**src/rtl/tmds_decoder.sv**
```systemverilog
// TMDS lane decoder: finds symbol alignment from control tokens in a deserialized
// 10-bit stream, then decodes each aligned symbol to a data byte or control value.
module tmds_decoder #(
    parameter int unsigned LOCK_COUNT = 4,
    parameter int unsigned LOSS_LIMIT = 4096
) (
    input  logic       clk,
    input  logic       reset_n,
    input  logic       in_valid,
    input  logic [9:0] in_word,
    output logic       out_valid,
    output logic       out_de,
    output logic [1:0] out_ctl,
    output logic [7:0] out_data,
    output logic       locked,
    output logic [3:0] offset
);

    localparam logic [3:0]  LockCnt = 4'(LOCK_COUNT);
    localparam logic [15:0] LossLim = 16'(LOSS_LIMIT);

    typedef enum logic {StSearch, StLocked} state_t;

    state_t      state;
    logic [9:0]  prev;
    logic [3:0]  match_cnt;
    logic [3:0]  cand;
    logic [15:0] loss_cnt;

    logic [19:0] window;
    logic [9:0]  hit;
    logic        any_hit;
    logic [3:0]  hit_idx;
    logic [3:0]  match_next;
    logic [15:0] loss_next;
    logic [9:0]  sym;
    logic [2:0]  sym_tok;
    logic [7:0]  sym_data;

    // Returns {is_token, ctl}.
    function automatic logic [2:0] token_lookup(input logic [9:0] q);
        case (q)
            10'h354: return 3'b100;
            10'h0AB: return 3'b101;
            10'h154: return 3'b110;
            10'h2AB: return 3'b111;
            default: return 3'b000;
        endcase
    endfunction

    function automatic logic is_token(input logic [9:0] q);
        return (q == 10'h354) || (q == 10'h0AB) || (q == 10'h154) || (q == 10'h2AB);
    endfunction

    function automatic logic [7:0] tmds_data(input logic [9:0] q);
        logic [7:0] dp;
        logic [7:0] d;
        dp   = q[9] ? ~q[7:0] : q[7:0];
        d    = '0;
        d[0] = dp[0];
        for (int i = 1; i < 8; i++) begin
            d[i] = q[8] ? (dp[i] ^ dp[i-1]) : ~(dp[i] ^ dp[i-1]);
        end
        return d;
    endfunction

    always_comb begin
        window = {in_word, prev};
        hit    = '0;
        for (int k = 0; k < 10; k++) begin
            hit[k] = is_token(window[k +: 10]);
        end
        any_hit = |hit;
        // Descending scan so the lowest matching offset wins.
        hit_idx = '0;
        for (int k = 9; k >= 0; k--) begin
            if (hit[k]) begin
                hit_idx = 4'(k);
            end
        end
        match_next = ((hit_idx == cand) && (match_cnt != 4'd0)) ? match_cnt + 4'd1 : 4'd1;
        loss_next  = loss_cnt + 16'd1;
        sym        = 10'(window >> offset);
        sym_tok    = token_lookup(sym);
        sym_data   = tmds_data(sym);
    end

    always_ff @(posedge clk) begin
        if (!reset_n) begin
            state     <= StSearch;
            prev      <= '0;
            match_cnt <= '0;
            cand      <= '0;
            loss_cnt  <= '0;
            out_valid <= 1'b0;
            out_de    <= 1'b0;
            out_ctl   <= 2'b00;
            out_data  <= 8'h00;
            locked    <= 1'b0;
            offset    <= '0;
        end else begin
            out_valid <= 1'b0;
            if (in_valid) begin
                prev <= in_word;
                unique case (state)
                    StSearch: begin
                        if (!any_hit) begin
                            match_cnt <= '0;
                        end else begin
                            cand      <= hit_idx;
                            match_cnt <= match_next;
                            if (match_next == LockCnt) begin
                                state    <= StLocked;
                                locked   <= 1'b1;
                                offset   <= hit_idx;
                                loss_cnt <= '0;
                            end
                        end
                    end
                    StLocked: begin
                        out_valid <= 1'b1;
                        if (sym_tok[2]) begin
                            out_de   <= 1'b0;
                            out_ctl  <= sym_tok[1:0];
                            out_data <= 8'h00;
                            loss_cnt <= '0;
                        end else begin
                            out_de   <= 1'b1;
                            out_data <= sym_data;
                            loss_cnt <= loss_next;
                            // The word that exhausts the budget is still emitted.
                            if (loss_next == LossLim) begin
                                state     <= StSearch;
                                locked    <= 1'b0;
                                match_cnt <= '0;
                            end
                        end
                    end
                endcase
            end
        end
    end

endmodule

```
**config.mk**
```make
export PLATFORM = sky130hd
export DESIGN_NAME = tmds_decoder
export DESIGN_NICKNAME = d
export VERILOG_FILES = /design/src/rtl/tmds_decoder.sv
export SDC_FILE = /design/constraint.sdc
export NUM_CORES = 1
export LEC_CHECK = 0
export ABC_CLOCK_PERIOD_IN_PS = 4400
export CORE_ASPECT_RATIO = 0.75
export CORE_MARGIN = 5
export CORE_UTILIZATION = 30
export DETAILED_ROUTE_END_ITERATION = 10
export GPL_ROUTABILITY_DRIVEN = 0
export REMOVE_ABC_BUFFERS = 1
export SLEW_MARGIN = 5
export SYNTH_ARGS = -nofsm -noshare
export SYNTH_HDL_FRONTEND = slang
export SYNTH_SLANG_ARGS = --single-unit
```
**constraint.sdc**
```tcl
create_clock -name clk -period 4.4 [get_ports clk]
set_input_delay 0.44 -clock clk [delete_from_list [all_inputs] [get_ports clk]]
set_output_delay 0.44 -clock clk [all_outputs]
set_load 0.1 [all_outputs]
```
* Word level (Yosys, flattened, before mapping) *
Cells that the tools add are included.

word-level totals
  register bits after elaboration = 52
  bits in latches = 0
  bits in writable memories = 0
  bits in read-only memories = 0
  word-level logic and storage cells = 163
  memories = 0

operators by class
  $add $sub $neg = 2
  multiply operators = 0
  div/mod/pow operators = 0
  order comparisons = 0
  equal/unequal tests = 51
  shifts and indexed selects = 1
  mux-type cells = 41
  bitwise logic cells = 16
  reduce and logical (&&, ||, !) cells = 41

operators with widths
  cell                     count
  $eq A10 B10 Y1 const B   22
  $eq A10 B8 Y1 const B    11
  $eq A10 B9 Y1 const B    11
  $mux W4                  14
  $mux W16                 3
  $pmux W16 S2             1
  $logic_or A1 B1 Y1       30
  $shr A20 B4 Y10          1
  $mux W1                  17
  $add A16 B1 Y16 const B  1
  $eq A16 B13 Y1 const B   1
  $mux W8                  2
  $pmux W3 S4              1
  $reduce_and A3 Y1        4
  $reduce_or A10 Y1        1
  $not A1 Y1               8
  $not A8 Y8               1
  $pmux W4 S2              1
  $xor A1 B1 Y1            7
  $ne A2 B2 Y1 const B     3
  $reduce_and A5 Y1        1
  $add A4 B1 Y4 const B    1
  $eq A4 B3 Y1 const B     1
  $eq A4 B4 Y1             1
  6 further kinds          8

* Logic depth before layout (Yosys ltp) *
Gate-level depths: netlist of run 1.

  word-level depth = 21
  gate-level depth with buffers = 17

* Least setup slack after synthesis of run 1 *
Ideal clock, no wire load.

  kind = register -> register
  start = register offset[1]
  end = register out_data[2]
  arrival = 4.168 ns
  slack = 0.104 ns
  cell stages (with the launch flop) = 14
  clock period less this slack = 4.296 ns
  cell sequence = dfxtp_1 -> buf_2 -> buf_1 -> clkbuf_1 -> mux4_2 -> mux4_2 -> inv_1 -> ha_1 -> nand4_1 -> mux2i_1 -> nor2_1 -> clkbuf_1 -> a22oi_1 -> nor2_1

on the way
  word-level cells in the longest chain between the ends = 7
  elaborated cells on any way between the ends = 12
  classes of those cells = eq/ne: 4; shift: 1; mux: 4; bitwise: 3

RTL lines
  what                                                                    line  text
  start, declared                                                         16    output logic [3:0] offset
  start signal, assigned                                                  115   offset <= hit_idx;
  $shr A20 B4 Y10 (*)                                                     83    sym = 10'(window >> offset);
  parallel branches: the longest is 5 deep, another holds $eq A10 B10 Y1  n/a
  $mux W8 (*)                                                             122   if (sym_tok[2]) begin
  end signal, assigned                                                    129   out_data <= sym_data;
  end, declared                                                           14    output logic [7:0] out_data,

Mark *: on every way between the ends.
A chain may end at the register's enable or synchronous reset.

* Final worst setup path of run 1 *
  start = register offset[1]
  end = register loss_cnt[5]

on the way
  word-level cells in the longest chain between the ends = 5
  elaborated cells on any way between the ends = 8
  classes of those cells = eq/ne: 4; shift: 1; mux: 3

RTL lines
  what                                    line  text
  $shr A20 B4 Y10 (*)                     83
  $eq A10 B10 Y1 (tied with other cells)  42    case (q)
  $pmux W3 S4 (*)                         42
  $mux W16 (*)                            122
  $pmux W16 S2 (*)                        105   unique case (state)
  end signal, assigned                    130   loss_cnt <= loss_next;
  end, declared                           28    logic [15:0] loss_cnt;

Mark *: on every way between the ends. The rest lies on a longest branch, timed or not.

==> results of run 1 <==
==> layout by cell type (no fill, tap or decap), drive strengths merged, types with 15 or more instances in the layout <==
cell type,count
nand3,22
o21ai,26
dfxtp,52
nand4,18
nand2,53
a21oi,23
nor2,49
clkdlybuf4s50,29
mux2i,23
inv,15
mux4,19
==> logic make-up (layout without fill, tap and decap cells) <==
| group | Yosys count | count (layout) | share of synthesized area |
|---|---|---|---|
| and+or+nand+nor | 211 | 211 | 0.2709 |
| adders and majority gates | 11 | 11 | 0.03410 |
| buffers and inverters | 54 | 58 | 0.05610 |
| muxes | 45 | 45 | 0.1761 |
| DFF | 52 | 52 | 0.2579 |
| AOI/OAI and AO/OA | 100 | 100 | 0.1637 |
| xor gates and xnor gates | 19 | 19 | 0.04123 |
==> layer usage <==
| metal | share of wire | global-route usage | wire, µm |
|---|---|---|---|
| met5 | 0 | 0 | 0 |
| met4 | 0.0055 | 0.01255 | 56 |
| met3 | 0.051 | 0.02550 | 524 |
| met2 | 0.43 | 0.1844 | 4454 |
| met1 | 0.51 | 0.1936 | 5221 |
==> worst min path at each step <==
| stage | end |
|---|---|
| floorplan | cand[0] |
| detailed placement | out_de |
| global route | out_de |
| global placement | out_de |
| CTS | out_de |
| finish | out_de |
==> through the flow <==
step | hold WS (ps) | cells
after CTS | 460.5 | 667
after floorplan | 449.2 | 453
final | 457.5 | 667
after global routing | 497.6 | 667
after global placement | 448.5 | 659
after detailed placement | 449.8 | 659
==> flip-flops by register name, indices dropped and copies added (netlist names) <==
| signal | flops |
|---|---|
| out_valid | 1 |
| out_data | 8 |
| locked | 1 |
| prev | 10 |
| match_cnt | 4 |
| cand | 4 |
| loss_cnt | 16 |
| offset | 4 |
| out_ctl | 2 |
| out_de | 1 |
| state | 1 |
==> cells in the mapped netlist, types with 5 or more instances <==
cell type	number	share of area
a211oi_1	5	0.0093
mux2i_1	23	0.057
mux4_2	14	0.078
a21oi_1	23	0.029
nand2b_1	6	0.0093
buf_1	5	0.0047
inv_1	15	0.014
xnor2_1	14	0.030
dfxtp_1	52	0.26
and3_1	6	0.0093
nand4_1	17	0.026
and2_1	7	0.011
o21ai_0	24	0.030
nand3_1	22	0.027
a31oi_1	14	0.022
ha_1	11	0.034
mux4_1	5	0.033
nand2_1	53	0.049
buf_2	11	0.014
clkbuf_1	20	0.019
nor2_1	49	0.046
nor2b_1	12	0.019
nor3_1	12	0.015
xor2_1	5	0.011
==> layout make-up <==
type                       count  area share
multi-input combinational    386      0.6071
inverter                      15     0.01235
clock inverter                 2    0.003567
clock buffer                   6     0.02826
sequential                    52      0.2283
tap                          171     0.04691
timing repair buffer          35     0.07353
==> worst reg2reg max path: stages, from the launching register on <==
cell and delay (ps):
dfxtp_1 700, buf_4 310, mux4_2 340, and2_1 180, a211oi_1 300, a21oi_1 140, inv_1 100, ha_1 160
nand4_1 200, mux2i_1 350, nand2b_1 520, nor3_1 90, o21ai_0 160, a31oi_1 60
==> report_power, final <==
group          internal (mW)  total [mW]  switching, mW  leakage (nW)
clock network          0.213       0.396          0.184        0.0671
logic                 0.0649       0.144         0.0795          1.11
registers              0.477       0.494         0.0168         0.421
total                  0.755        1.04          0.280          1.60
==> metrics.md, run 1 <==
| Metric | Value |
|---|---|
| Post-Place Cell Area | `0.004415 mm²` |
| Sum of overflow across all layers after global routing | `0` |
| Width of the die | `143.9 µm` |
| Top_reg_cell synth | `dfxtp_1` |
| Maximum buffer depth of the clock tree | `2` |
| Die height | `110.5 µm` |
| Clock latency on the worst-skew pair | `290 ps` |
| Floorplan die area | `0.01590 mm²` |
| Hold-critical path depth | `2` |
| Final instance area | `0.004561 mm²` |
| Aggregate negative setup slack | `0 ps` |
| I/O pins | `30` |
| Least setup slack across all paths after layout | `652.4 ps` |
| Starting density of the core | `0.3079` |
| HPWL after detailed placement | `7.439 mm` |
| Number of buffers and inverters on the critical path | `2` |
| Number of sinks handled by clock tree synthesis | `52` |
| Power per Cell Area | `227.0 mW/mm²` |
| Cells after Synth | `492` |
| Maximum number of pins on one net before global-route repair | `28` |
| Total wire length after detailed routing | `10.26 mm` |
| Placement-stage worst setup slack | `442.3 ps` |
| Maximum clock frequency | `266.8 MHz` |
| Post-synth cell types | `62` |
| Element type at the critical path start | `flop` |
| Summed instance area of the synthesized netlist | `0.004036 mm²` |
| Total number of vias | `3,707` |
| Pins Over Slew Limit | `0` |
| Max Fanout on Critical Path | `15` |
| Final antenna diode count | `0` |
| Final setup viols | `0` |
| Average footprint of a synthesized cell | `8.204 µm²` |
| Root Buffer | `clkbuf_16` |
| Hold-fix buffers at CTS | `0` |
| Reg-to-reg critical path startpoint | `offset[1]` |
| CP startpoint | `offset[1]` |
| Setup CP Type | `reg -> reg` |
| Headroom to the max-slew limit | `0.1887` |
| Cell with the largest stage delay on the worst path | `dfxtp_1` |
| Share of the core filled with cells | `0.3479` |
| Number of routed nets with antenna violations | `0` |
| Post-CTS setup repair buffer count | `0` |
| Number of placement rows | `36` |
| Period utilisation layout | `0.8517` |
| Antenna violations before repair | `0` |
| Share of cells above drive strength 1 | `0.08065` |
| Placeable core area | `0.01311 mm²` |
| Clk_skew | `10.02 ps` |
| Clock-pin transition on the worst setup and hold timing paths | `80 ps` |
| Max-cap check violation count | `0` |
| Worst R2R Setup Slack | `650 ps` |
| Final critical path time including I/O delays and setup | `3748 ps` |
| Multi-input combinational cell area | `0.002769 mm²` |
| Reg-to-reg endpoint | `loss_cnt[5]` |
| Buffers on Ports | `29` |
| Average via count per standard cell | `5.558` |
| CP max stage delay | `700 ps` |
| Cell family contributing the most delay on the critical path | `simple AND/OR/NAND/NOR gates` |
| End point of the critical path | `loss_cnt[5]` |
| Number of nets at the end of the flow | `519` |
| Seq/Total Area, Yosys | `0.2579` |
| Drt initial violations | `303` |
| TritonCTS Buffers | `5` |
| Count of warnings emitted by yosys | `0` |
| # H-tree levels | `2` |
| Result of the run | `complete, no violations` |
| Overall routing resource usage | `0.1253` |
| Detailed-router iteration count before antenna repair | `6` |
| Data arrival, critical path | `3920 ps` |
| Number of hold-slack violations in the final timing report | `0` |
| Critical path capture point type | `flop` |
| Transition at the pin with the smallest max-transition slack | `1217 ps` |
| Number of resized instances in the post-cts repair step | `0` |
| Worst hold-check path type | `reg -> reg` |
| CTS tree | `yes` |
| Ys async rst share | `0` |
| Cell depth of the worst setup path | `13` |
| Area taken by flip-flops and latches | `0.001041 mm²` |
| Cells on worst reg2reg path | `13` |
| Area added between synthesis and finish | `12.99%` |
| Critical-path cell list | `buf_4, mux4_2, and2_1, a211oi_1, a21oi_1, inv_1, ha_1, nand4_1, mux2i_1, nand2b_1, nor3_1, o21ai_0, a31oi_1` |
| Number of global-route vias before repair | `3,364` |
| Unrepaired setup endpoints after global routing | `no` |
| Global-route wire length before repair | `16.84 mm` |
| Source of the worst hold timing path | `out_de` |
| Number of flops mapped to enable cells by yosys | `0` |
| Filler Cell Count | `1,326` |
| Routed len/inst | `15.38 µm` |
| Flip-flop and latch count after synthesis | `52` |
| Tot Pwr | `1.035 mW` |
| Static leakage | `1.600 nW` |
| Peak ir drop on the vdd network | `134.4 µV` |
| Remaining routing DRC violations | `0` |
| Req. time, crit path | `4570 ps` |
(Power assumes the default switching activity.)
==> run 2, diff against run 1 <==
--- a/config.mk
+++ b/config.mk
@@ -8,9 +8,10 @@
 export ABC_CLOCK_PERIOD_IN_PS = 4400
 export CORE_ASPECT_RATIO = 0.75
 export CORE_MARGIN = 5
-export CORE_UTILIZATION = 30
+export CORE_UTILIZATION = 28
 export DETAILED_ROUTE_END_ITERATION = 10
 export GPL_ROUTABILITY_DRIVEN = 0
+export RECOVER_POWER = 25
 export REMOVE_ABC_BUFFERS = 1
 export SLEW_MARGIN = 5
 export SYNTH_ARGS = -nofsm -noshare
==> metrics.md, run 2 (same netlist as run 1, synthesis figures left out) <==
| Metric | Value |
|---|---|
| Result of the run | `complete, no violations` |
| Req. time, crit path | `4610 ps` |
| Remaining routing DRC violations | `0` |
| Total placed cells including tap cells | `691` |
| Clk_skew | `9.503 ps` |
| Starting density of the core | `0.2820` |
| Die height | `114.0 µm` |
| Width of the die | `148.6 µm` |
| Max FFs per register | `16` |
| Reg-to-reg critical path startpoint | `offset[1]` |
| Transition at the pin with the smallest max-transition slack | `1088 ps` |
| Critical-path cell list | `buf_4, mux2i_1, mux2_2, inv_1, mux4_2, ha_1, nand4_1, mux2i_1, nor2_1, buf_4, nand2_1, a31oi_1` |
| Placeable core area | `0.01431 mm²` |
| Number of placement rows | `38` |
| Number of nets at the end of the flow | `522` |
| Total wire length after detailed routing | `10.35 mm` |
| Root Buffer | `clkbuf_16` |
| CTS tree | `yes` |
| Cell family contributing the most delay on the critical path | `multiplexers` |
| Least setup slack across all paths after layout | `526.7 ps` |
| Number of global-route vias before repair | `3,483` |
| Setup CP Type | `reg -> reg` |
| Max Fanout on Critical Path | `16` |
| Worst R2R Setup Slack | `530 ps` |
| Sum of overflow across all layers after global routing | `0` |
| Tot Pwr | `1.145 mW` |
| Maximum clock frequency | `258.2 MHz` |
| Overall routing resource usage | `0.1247` |
| Critical path capture point type | `flop` |
| Hold-fix buffers at CTS | `0` |
| CP max stage delay | `750 ps` |
| Share of cells above drive strength 1 | `0.08233` |
| Number of hold-slack violations in the final timing report | `0` |
| Power per Cell Area | `246.1 mW/mm²` |
| Maximum buffer depth of the clock tree | `2` |
| Source of the worst hold timing path | `cand[0]` |
| Most flops, register | `loss_cnt` |
| Average via count per standard cell | `5.345` |
| Unrepaired setup endpoints after global routing | `no` |
| Number of cells in the finished layout apart from fillers | `698` |
| Headroom to the max-slew limit | `0.2748` |
| Global-route wire length before repair | `17.65 mm` |
| HPWL after detailed placement | `7.492 mm` |
| Max-cap check violation count | `0` |
| Buffers on Ports | `29` |
| Number of sinks handled by clock tree synthesis | `52` |
| Commonest cells after routing, fill and taps aside | `nand2_1, dfxtp_1, nor2_1` |
| TritonCTS Buffers | `5` |
| Hold path endpoint | `cand[0]` |
| Floorplan die area | `0.01694 mm²` |
| Number of resized instances in the post-cts repair step | `0` |
| Area added between synthesis and finish | `15.25%` |
| Clock-pin transition on the worst setup and hold timing paths | `70 ps` |
| Antenna violations before repair | `0` |
| Drt initial violations | `376` |
| Placement-stage worst setup slack | `307.9 ps` |
| Pins Over Slew Limit | `0` |
| Clock latency on the worst-skew pair | `300 ps` |
| Data arrival, critical path | `4090 ps` |
| Period utilisation layout | `0.8803` |
| Element type at the critical path start | `flop` |
| Final critical path time including I/O delays and setup | `3873 ps` |
| Leading registers by flop count | `loss_cnt x16, prev x10, out_data x8` |
| Hold-critical path depth | `2` |
| Peak ir drop on the vdd network | `130.8 µV` |
| Routed len/inst | `14.83 µm` |
| Number of routed nets with antenna violations | `0` |
| Total number of vias | `3,731` |
| Final antenna diode count | `0` |
| Cells on worst reg2reg path | `12` |
| Post-CTS setup repair buffer count | `0` |
| Static leakage | `1.652 nW` |
| Most common cell after layout, fill and taps aside | `nand2_1` |
| Number of buffers and inverters on the critical path | `3` |
| Maximum number of pins on one net before global-route repair | `28` |
| Worst hold-check path type | `reg -> reg` |
| Final setup viols | `0` |
| Reg-to-reg endpoint | `loss_cnt[14]` |
| Detailed-router iteration count before antenna repair | `7` |
| I/O pins | `30` |
| Cell with the largest stage delay on the worst path | `dfxtp_1` |
| # H-tree levels | `2` |
==> run 2: cell type report <==
class                   count  area (µm²)
inverters                  15       56.30
clock inverters             2       60.06
repair buffers             38       350.3
clock buffers               5       125.1
multi-input cells         386        2769
fillers                  1467        9659
flip-flops and latches     52        1041
well taps                 200       250.2
==> run 2: stage by stage <==
step | utilization | setup TNS, ps | area [µm²] | hold slack [ps]
after floorplan | - | -249.7 | 3866 | 449.2
after global placement | 0.3126 | 0 | 4474 | 461.8
final | 0.3251 | 0 | 4652 | 477.0
after CTS | 0.3256 | 0 | 4659 | 476.0
after global routing | 0.3251 | 0 | 4652 | 499.6
after detailed placement | 0.3126 | 0 | 4474 | 465.2
==> run 2: metal layers <==
layer / wire length (µm) / vias up / global-route usage
met1: 5219 / 1784 / 0.1858
met4: 92 / 0 / 0.02523
li1: - / 1823 / -
met2: 4492 / 110 / 0.1870
met3: 545 / 14 / 0.02462
met5: 0 / - / 0
==> run 2: worst max path at each step <==
stage / startpoint / endpoint / slack [ps] / cells after the start
finish: offset[1] / loss_cnt[14] / 530 / 12
CTS: offset[1] / loss_cnt[15] / 520 / 12
global placement: in_word[4] / loss_cnt[14] / 490 / 11
global route: offset[1] / loss_cnt[14] / 120 / 12
detailed placement: in_word[4] / loss_cnt[4] / 310 / 11
floorplan: offset[0] / loss_cnt[15] / -80 / 9
==> run 2: power breakdown <==
| group | leakage, nW | switching, mW | internal, mW | total [mW] |
|---|---|---|---|---|
| sequential | 0.421 | 0.0170 | 0.478 | 0.495 |
| combinational | 1.14 | 0.0800 | 0.0651 | 0.145 |
| clock | 0.0899 | 0.182 | 0.323 | 0.505 |
==> run 2: worst min-delay path, cell delays in order, from the launching register on <==
cell and delay (ps):
dfxtp_1 320, nand2_1 60, a21oi_1 50
==> run 3, diff against run 2 <==
--- a/config.mk
+++ b/config.mk
@@ -6,11 +6,14 @@
 export NUM_CORES = 1
 export LEC_CHECK = 0
 export ABC_CLOCK_PERIOD_IN_PS = 4400
+export CELL_PAD_IN_SITES_DETAIL_PLACEMENT = 0
+export CELL_PAD_IN_SITES_GLOBAL_PLACEMENT = 1
 export CORE_ASPECT_RATIO = 0.75
 export CORE_MARGIN = 5
 export CORE_UTILIZATION = 28
 export DETAILED_ROUTE_END_ITERATION = 10
 export GPL_ROUTABILITY_DRIVEN = 0
+export PLACE_DENSITY_LB_ADDON = 0.1
 export RECOVER_POWER = 25
 export REMOVE_ABC_BUFFERS = 1
 export SLEW_MARGIN = 5
==> metrics.md, run 3 (same netlist as run 1, synthesis figures left out) <==
| Metric | Value |
|---|---|
| Result of the run | `complete, no violations` |
| Period utilisation layout | `0.8355` |
| Cell family contributing the most delay on the critical path | `multiplexers` |
| Pins Over Slew Limit | `0` |
| Static leakage | `1.655 nW` |
| Max Fanout on Critical Path | `11` |
| Aggregate negative setup slack | `0 ps` |
| Element type at the critical path start | `primary input` |
| Max FFs per register | `16` |
| Area added between synthesis and finish | `15.19%` |
| Number of buffers and inverters on the critical path | `2` |
| Hold path endpoint | `out_de` |
| Data arrival, critical path | `3890 ps` |
| Floorplan die area | `0.01694 mm²` |
| Headroom to the max-slew limit | `0.2074` |
| Power per Cell Area | `225.8 mW/mm²` |
| Die height | `114.0 µm` |
| Unrepaired setup endpoints after global routing | `no` |
| Source of the worst hold timing path | `out_de` |
| Clock latency on the worst-skew pair | `300 ps` |
| Share of cells above drive strength 1 | `0.09127` |
| Number of hold-slack violations in the final timing report | `0` |
| Cell with the largest stage delay on the worst path | `clkdlybuf4s50_1` |
| Final critical path time including I/O delays and setup | `3676 ps` |
| Req. time, crit path | `4620 ps` |
| Max-cap check violation count | `0` |
| Clock network power share | `0.387` |
| Hold-fix buffers at CTS | `0` |
| Most common cell after layout, fill and taps aside | `nand2_1` |
| Root Buffer | `clkbuf_16` |
| Maximum number of pins on one net before global-route repair | `28` |
| Hold-critical path depth | `2` |
| Clock-pin transition on the worst setup and hold timing paths | `80 ps` |
| Most flops, register | `loss_cnt` |
| Global-route wire length before repair | `19.24 mm` |
| Post-CTS setup repair buffer count | `0` |
| Power share of the combinational group | `0.142` |
| Number of placement rows | `38` |
| Final setup viols | `0` |
| Final antenna diode count | `0` |
| Total number of vias | `3,645` |
| Number of nets at the end of the flow | `527` |
| CTS tree | `yes` |
| Average via count per standard cell | `5.178` |
| Remaining routing DRC violations | `0` |
| Drt initial violations | `190` |
| Total wire length after detailed routing | `11.50 mm` |
| Maximum clock frequency | `272.0 MHz` |
| I/O pins | `30` |
| Cells on worst reg2reg path | `13` |
| Filler Cell Count | `1,533` |
| Buffers on Ports | `29` |
| Peak ir drop on the vdd network | `141.4 µV` |
| Antenna violations before repair | `0` |
| Number of global-route vias before repair | `3,461` |
| Commonest cells after routing, fill and taps aside | `nand2_1, dfxtp_1, nor2_1` |
| TritonCTS Buffers | `5` |
| Maximum buffer depth of the clock tree | `2` |
| Number of resized instances in the post-cts repair step | `0` |
| Sw frac | `0.2786` |
| Portion of total power attributed to sequential cells | `0.471` |
| Detailed-router iteration count before antenna repair | `4` |
| Tot Pwr | `1.050 mW` |
| Reg-to-reg critical path startpoint | `offset[0]` |
| Reg-to-reg endpoint | `match_cnt[0]` |
| Starting density of the core | `0.2820` |
| Critical-path cell list | `clkdlybuf4s50_1, mux4_1, mux4_2, inv_1, ha_1, nand4_1, mux2i_1, a2111o_1, nor2b_1, nand2_1, a21oi_1` |
| Number of sinks handled by clock tree synthesis | `52` |
| Pint | `0.7574 mW` |
| # H-tree levels | `2` |
| Routed len/inst | `16.34 µm` |
| Switching power | `0.2926 mW` |
| Number of routed nets with antenna violations | `0` |
| CP max stage delay | `620 ps` |
| Worst R2R Setup Slack | `820 ps` |
| Sum of overflow across all layers after global routing | `0` |
| HPWL after detailed placement | `8.481 mm` |
| Transition at the pin with the smallest max-transition slack | `1189 ps` |
| Leading registers by flop count | `loss_cnt x16, prev x10, out_data x8` |
| Setup CP Type | `in -> reg` |
| Overall routing resource usage | `0.1409` |
| Critical path capture point type | `flop` |
| Placeable core area | `0.01431 mm²` |
| Width of the die | `148.6 µm` |
| Clk_skew | `12.24 ps` |
| Worst hold-check path type | `reg -> reg` |
-- run 3: final cells by class --
type,instances,area [µm²],area share
Clock buffer,6,128.9,0.02772
Clock inverter,2,16.27,0.003498
Multi-Input combinational cell,386,2769,0.5955
Timing Repair Buffer,43,387.9,0.08342
Tap cell,200,250.2,0.05382
Inverter,15,56.30,0.01211
Sequential cell,52,1041,0.2239
-- run 3: power by group through the flow --
stage               registers [mW]  clock network, mW  logic [mW]
floorplan                    0.505                  0      0.0879
global placement             0.505                  0       0.152
detailed placement           0.505                  0       0.151
CTS                          0.494              0.426       0.151
global route                 0.497              0.440       0.164
finish                       0.495              0.406       0.149
-- run 3: worst max path at each step --
stage / startpoint / endpoint / slack [ps] / cells after the start
CTS: in_word[2] / match_cnt[0] / 690 / 11
global placement: in_word[2] / match_cnt[2] / 480 / 12
floorplan: offset[0] / loss_cnt[15] / -80 / 9
finish: in_word[2] / match_cnt[0] / 720 / 11
detailed placement: in_word[2] / match_cnt[0] / 380 / 11
global route: in_word[2] / match_cnt[0] / 390 / 11
-- run 3: stage by stage --
step | cells | util | hold WS [ps] | worst slack (ps) | cell area [µm²]
4_1_cts | 704 | 0.3254 | 460.5 | 685.1 | 4657
3_3_place_gp | 696 | 0.3153 | 455.3 | 475.7 | 4512
5_1_grt | 704 | 0.3249 | 499.2 | 387.3 | 4649
3_5_place_dp | 696 | 0.3153 | 448.6 | 382.3 | 4512
2_1_floorplan | 453 | - | 449.2 | -83.44 | 3866
6_report | 704 | 0.3249 | 453.6 | 723.7 | 4649
-- run 3: per-layer routing --
layer / wire, µm / GRT usage / vias up
met5: 0 / 0 / -
met4: 120 / 0.03077 / 0
met3: 462 / 0.02343 / 8
met2: 4799 / 0.2031 / 60
met1: 6121 / 0.2183 / 1747
li1: - / - / 1830
-- run 3: worst min-delay path, stage by stage, from the launching register on --
cell	delay [ps]
dfxtp_1	310
nand2_1	50
a21oi_1	50
==> variant 1: new RTL, settings of run 2 <==
Register the output `out_data` once more; this adds one clock of latency there. The other outputs are not delayed to match.
--- a/src/rtl/tmds_decoder.sv
+++ b/src/rtl/tmds_decoder.sv
@@ -20,6 +20,8 @@
     localparam logic [15:0] LossLim = 16'(LOSS_LIMIT);
 
     typedef enum logic {StSearch, StLocked} state_t;
+
+    logic [7:0] out_data_s0;
 
     state_t      state;
     logic [9:0]  prev;
@@ -95,7 +97,7 @@
             out_valid <= 1'b0;
             out_de    <= 1'b0;
             out_ctl   <= 2'b00;
-            out_data  <= 8'h00;
+            out_data_s0 <= 8'h00;
             locked    <= 1'b0;
             offset    <= '0;
         end else begin
@@ -122,11 +124,11 @@
                         if (sym_tok[2]) begin
                             out_de   <= 1'b0;
                             out_ctl  <= sym_tok[1:0];
-                            out_data <= 8'h00;
+                            out_data_s0 <= 8'h00;
                             loss_cnt <= '0;
                         end else begin
                             out_de   <= 1'b1;
-                            out_data <= sym_data;
+                            out_data_s0 <= sym_data;
                             loss_cnt <= loss_next;
                             // The word that exhausts the budget is still emitted.
                             if (loss_next == LossLim) begin
@@ -141,5 +143,9 @@
         end
     end
 
+    always_ff @(posedge clk) begin
+        out_data <= out_data_s0;
+    end
+
 endmodule
 
Function: changed (a bounded check fails within 10 cycles, from zero or initial values and one cycle with reset_n low).
==> variant 1 against run 2 <==
  * The run now ends with max-capacitance violations, max-slew violations left
  * Combinational power grew 8%
  * Total power grew 21%
  * Die area grew 6.3%
  * Worst setup slack gained 0.15 ns
  * Final area grew 8.7%
  * Maximum frequency grew 4.0%
  * Largest power group unchanged
  * Area after synthesis grew 6.9%
  * Sequential cell count grew 8
  * Wire length grew 12%
==> variant 1: results (changes against run 2) <==
failing checks max-capacitance violations, max-slew violations; Final Max Slew Viols 47 (+47); Inst Count DP 721 (+4.3%); VDD IR-drop max 0.1872 mV (+43%); main area contributors after synthesis dfxtp_1 (28%), mux4_2 (6.8%), mux2i_1 (6.0%); Top Registers loss_cnt: 16 flops, prev: 10 flops; first-pass GRT wire length 19,620 um (+11%); status complete, but fails checks; Post-synth top cells dfxtp_1 (60), nand2_1 (49), nor2_1 (43); crit path max fanout 14 (-2); fmax 268.5 MHz (+4.0%); Rel. slew slack -3.848% (-31 points); Yosys cell types 71 (+15%); layout cells sized above 1 12.59% (+4.4 points); pin count of the biggest net entering global routing 47 (+68%); DR vias 3,997 (+7.1%); register area share after synthesis 27.84% (+2.1 points); total of max-cap violations 1 (+1); Num CTS Buffers 9 (+4); H-tree depth 3 (+1); Critical Path AT 3.94 ns (-0.15 ns); R2R Setup Slk 0.68 ns (+0.15 ns); filler instances 1,550 (+5.7%); Routed WL 11,610 um (+12%); nets 551 (+5.6%); GRT Util Overall 13.09% (+0.62 points); Worst-path clk slew 0.05 ns (-0.02 ns); drt first pass iters 5 (-2); dpl cell area 0.004781 mm^2 (+6.9%); worst skew pair latency 0.33 ns (+0.03 ns); beginning of the worst hold path out_data_s0[2]$_SDFFE_PN0P_; LEAKAGE 1.727 nW (+4.6%); Worst Skew 0.005350 ns (-0.004153 ns); Post-Synthesis Cells 513 (+4.3%); WHS Endpoint out_data[2]$_DFF_P_; Post-Layout Cell Count 737 (+5.6%); DRT iter0 DRCs 304 (-19%); vias in the first global route 3,810 (+9.4%); switch share 26.79% (+2.4 points)
variant 1: cell count changes after synthesis, moves of 5 or more:
cell	delta
nor2b_1	-7
a22oi_1	+5
inv_1	+6
o211ai_1	+10
dfxtp_1	+8
a21oi_1	+5
o21ai_0	-14
a31oi_1	-12
nor2_1	-6
variant 1: kinds of logic after synthesis:
kind of cell	synth area share, %
buffers and inverters	5.945
muxes	16.79
AOI/OAI and AO/OA	16.62
DFF	27.84
xor gates and xnor gates	3.654
and+or+nand+nor	25.96
adders and majority gates	3.190
variant 1: area by class of cell:
class / instances / area (um^2) / area share [%]
repair buffers: 41 / 380.4 / 7.519
inverters: 23 / 86.33 / 1.707
flip-flops and latches: 60 / 1201 / 23.74
clock inverters: 6 / 38.79 / 0.7668
multi-input cells: 392 / 2856 / 56.47
well taps: 205 / 256.5 / 5.070
clock buffers: 10 / 239.0 / 4.724
variant 1: power groups by stage:
stage | Clock [mW] | Combinational [mW] | Sequential, mW
final | 0.659 | 0.156 | 0.569
after global routing | 0.704 | 0.171 | 0.570
after CTS | 0.670 | 0.155 | 0.568
after detailed placement | 0 | 0.154 | 0.580
after global placement | 0 | 0.151 | 0.579
after floorplan | 0 | 0.0971 | 0.573
variant 1: layer usage:
metal	GRT usage [%]	share of wire [%]	routed length, um	vias to the layer above
li1	-	-	-	1920
met2	18.78	44	5116	134
met3	3.675	7.3	842	14
met5	0	0	0	-
met1	19.01	48	5516	1929
met4	3.971	1.1	130	0
variant 1: critical path, stage by stage (launching register included):
cell     delay [ns]
dfxtp_1        0.69
mux2_2         0.40
o21ai_0        0.29
a21oi_1        0.13
o21ai_0        0.42
inv_1          0.09
ha_1           0.20
nand4_1        0.11
mux2i_1        0.10
or3_1          0.41
o21a_1         0.24
and3_1         0.18
or3_1          0.33
==> variant 2: new RTL, settings of run 2 <==
Made on the original files. `LOSS_LIMIT`: 4096 -> 3072.
--- a/src/rtl/tmds_decoder.sv
+++ b/src/rtl/tmds_decoder.sv
@@ -2,7 +2,7 @@
 // 10-bit stream, then decodes each aligned symbol to a data byte or control value.
 module tmds_decoder #(
     parameter int unsigned LOCK_COUNT = 4,
-    parameter int unsigned LOSS_LIMIT = 4096
+    parameter int unsigned LOSS_LIMIT = 3072
 ) (
     input  logic       clk,
     input  logic       reset_n,
Check against the original RTL: same outputs for any inputs over 4 cycles, from zero or initial values and one cycle with reset_n low; that may be too few to reach the edited logic, so the function may still have changed.
==> variant 2 against run 2 <==
  * Core utilization about the same
  * Combinational power decreased by 4%
  * Sequential cell count unchanged
  * Maximum frequency increased by 10%
  * Total power decreased by 9.4%
  * Sequential share of layout area decreased by 0.48 points
  * Area after synthesis increased by 4.6%
  * Worst setup slack improved by 0.35 ns
  * Count of clock-buffer cells in the layout unchanged
  * Wire length increased by 2.1%
  * Final area increased by 2.2%
  * Via count increased by 0.56%
==> variant 2: results (changes against run 2) <==
Worst Skew 0.007884 ns (-0.001619 ns); GR Layer Usage met3 2.630% (+0.17 points); DRT iter0 DRCs 355 (-5.6%); R2R Setup Slk 1.03 ns (+0.50 ns); Crit-path slowest cell clkdlybuf4s50_1; Setup crit start in_word[1]; Compound-Gate Fraction of Synth Area 18.16% (+1.8 points); GRT Util Overall 12.09% (-0.38 points); WHS Endpoint out_data[6]$_SDFFE_PN0P_; Inst Count DP 695 (+0.58%); LEAKAGE 1.605 nW (-2.8%); Flop pwr share 47.8% (+4.6 points); register area share after synthesis 24.65% (-1.1 points); main area contributors after synthesis dfxtp_1 (25%), mux4_2 (9.1%), mux2i_1 (6.9%); mux contribution to synthesized area 17.36% (-0.24 points); beginning of the worst hold path out_data[6]$_SDFFE_PN0P_; VDD IR-drop max 0.1448 mV (+11%); Power Internal 0.7545 mW (-13%); routed wl met2 4683 um (+4.3%); Yosys cell types 80 (+29%); DR WL met3 476 um (-13%); Largest stage delay, worst path 0.67 ns (-0.08 ns); Rel. slew slack 17.75% (-9.7 points); vias in the first global route 3,476 (-0.20%); crit path max fanout 14 (-2); pin count of the biggest net entering global routing 30 (+7.1%); combinational share of power 13.4% (+0.7 points); fmax 284.2 MHz (+10%); first-pass GRT wire length 17,880 um (+1.3%); Post-synth top cells dfxtp_1 (52), nor2_1 (51), nand2_1 (40); met2 Usage GRT 19.44% (+0.73 points); Post-Synthesis Cells 495 (+0.61%); Place WS 0.5578 ns (+0.2499 ns); DR vias 3,752 (+0.56%); Critical Path AT 3.72 ns (-0.37 ns); filler instances 1,562 (+6.5%); Routed WL 10,570 um (+2.1%); Reg2Reg Depth 11 (-1); status finished, final reports clean; drt first pass iters 5 (-2)
-- variant 2: cell types whose count changed in the layout (fill, tap and decap cells not counted), sizes merged, moves of 3 or more --
cell   delta
inv       +7
mux2i     +7
nor2      +3
a41o      -3
o21ai     -3
nand4     -6
xnor2     -3
a41oi     +3
a31oi     +3
nand2    -12
-- variant 2: layout make-up --
| class | instances | area [um^2] | area share [%] |
|---|---|---|---|
| tap | 200 | 250.2 | 5.265 |
| multi-input combinational | 386 | 2900 | 61.02 |
| clock buffer | 5 | 125.1 | 2.632 |
| clock inverter | 3 | 22.52 | 0.4738 |
| inverter | 21 | 78.83 | 1.658 |
| sequential | 52 | 1041 | 21.90 |
| timing repair buffer | 36 | 335.3 | 7.054 |
-- variant 2: logic make-up (layout without fill, tap and decap cells) --
logic type	Yosys count	after routing
AND/OR/NAND/NOR	202	202
buffers and inverters	57	65
flip-flops	52	52
adder cells (fa/ha/maj)	11	11
XOR/XNOR	16	16
multiplexers	50	50
AO/OA/AOI/OAI	107	107
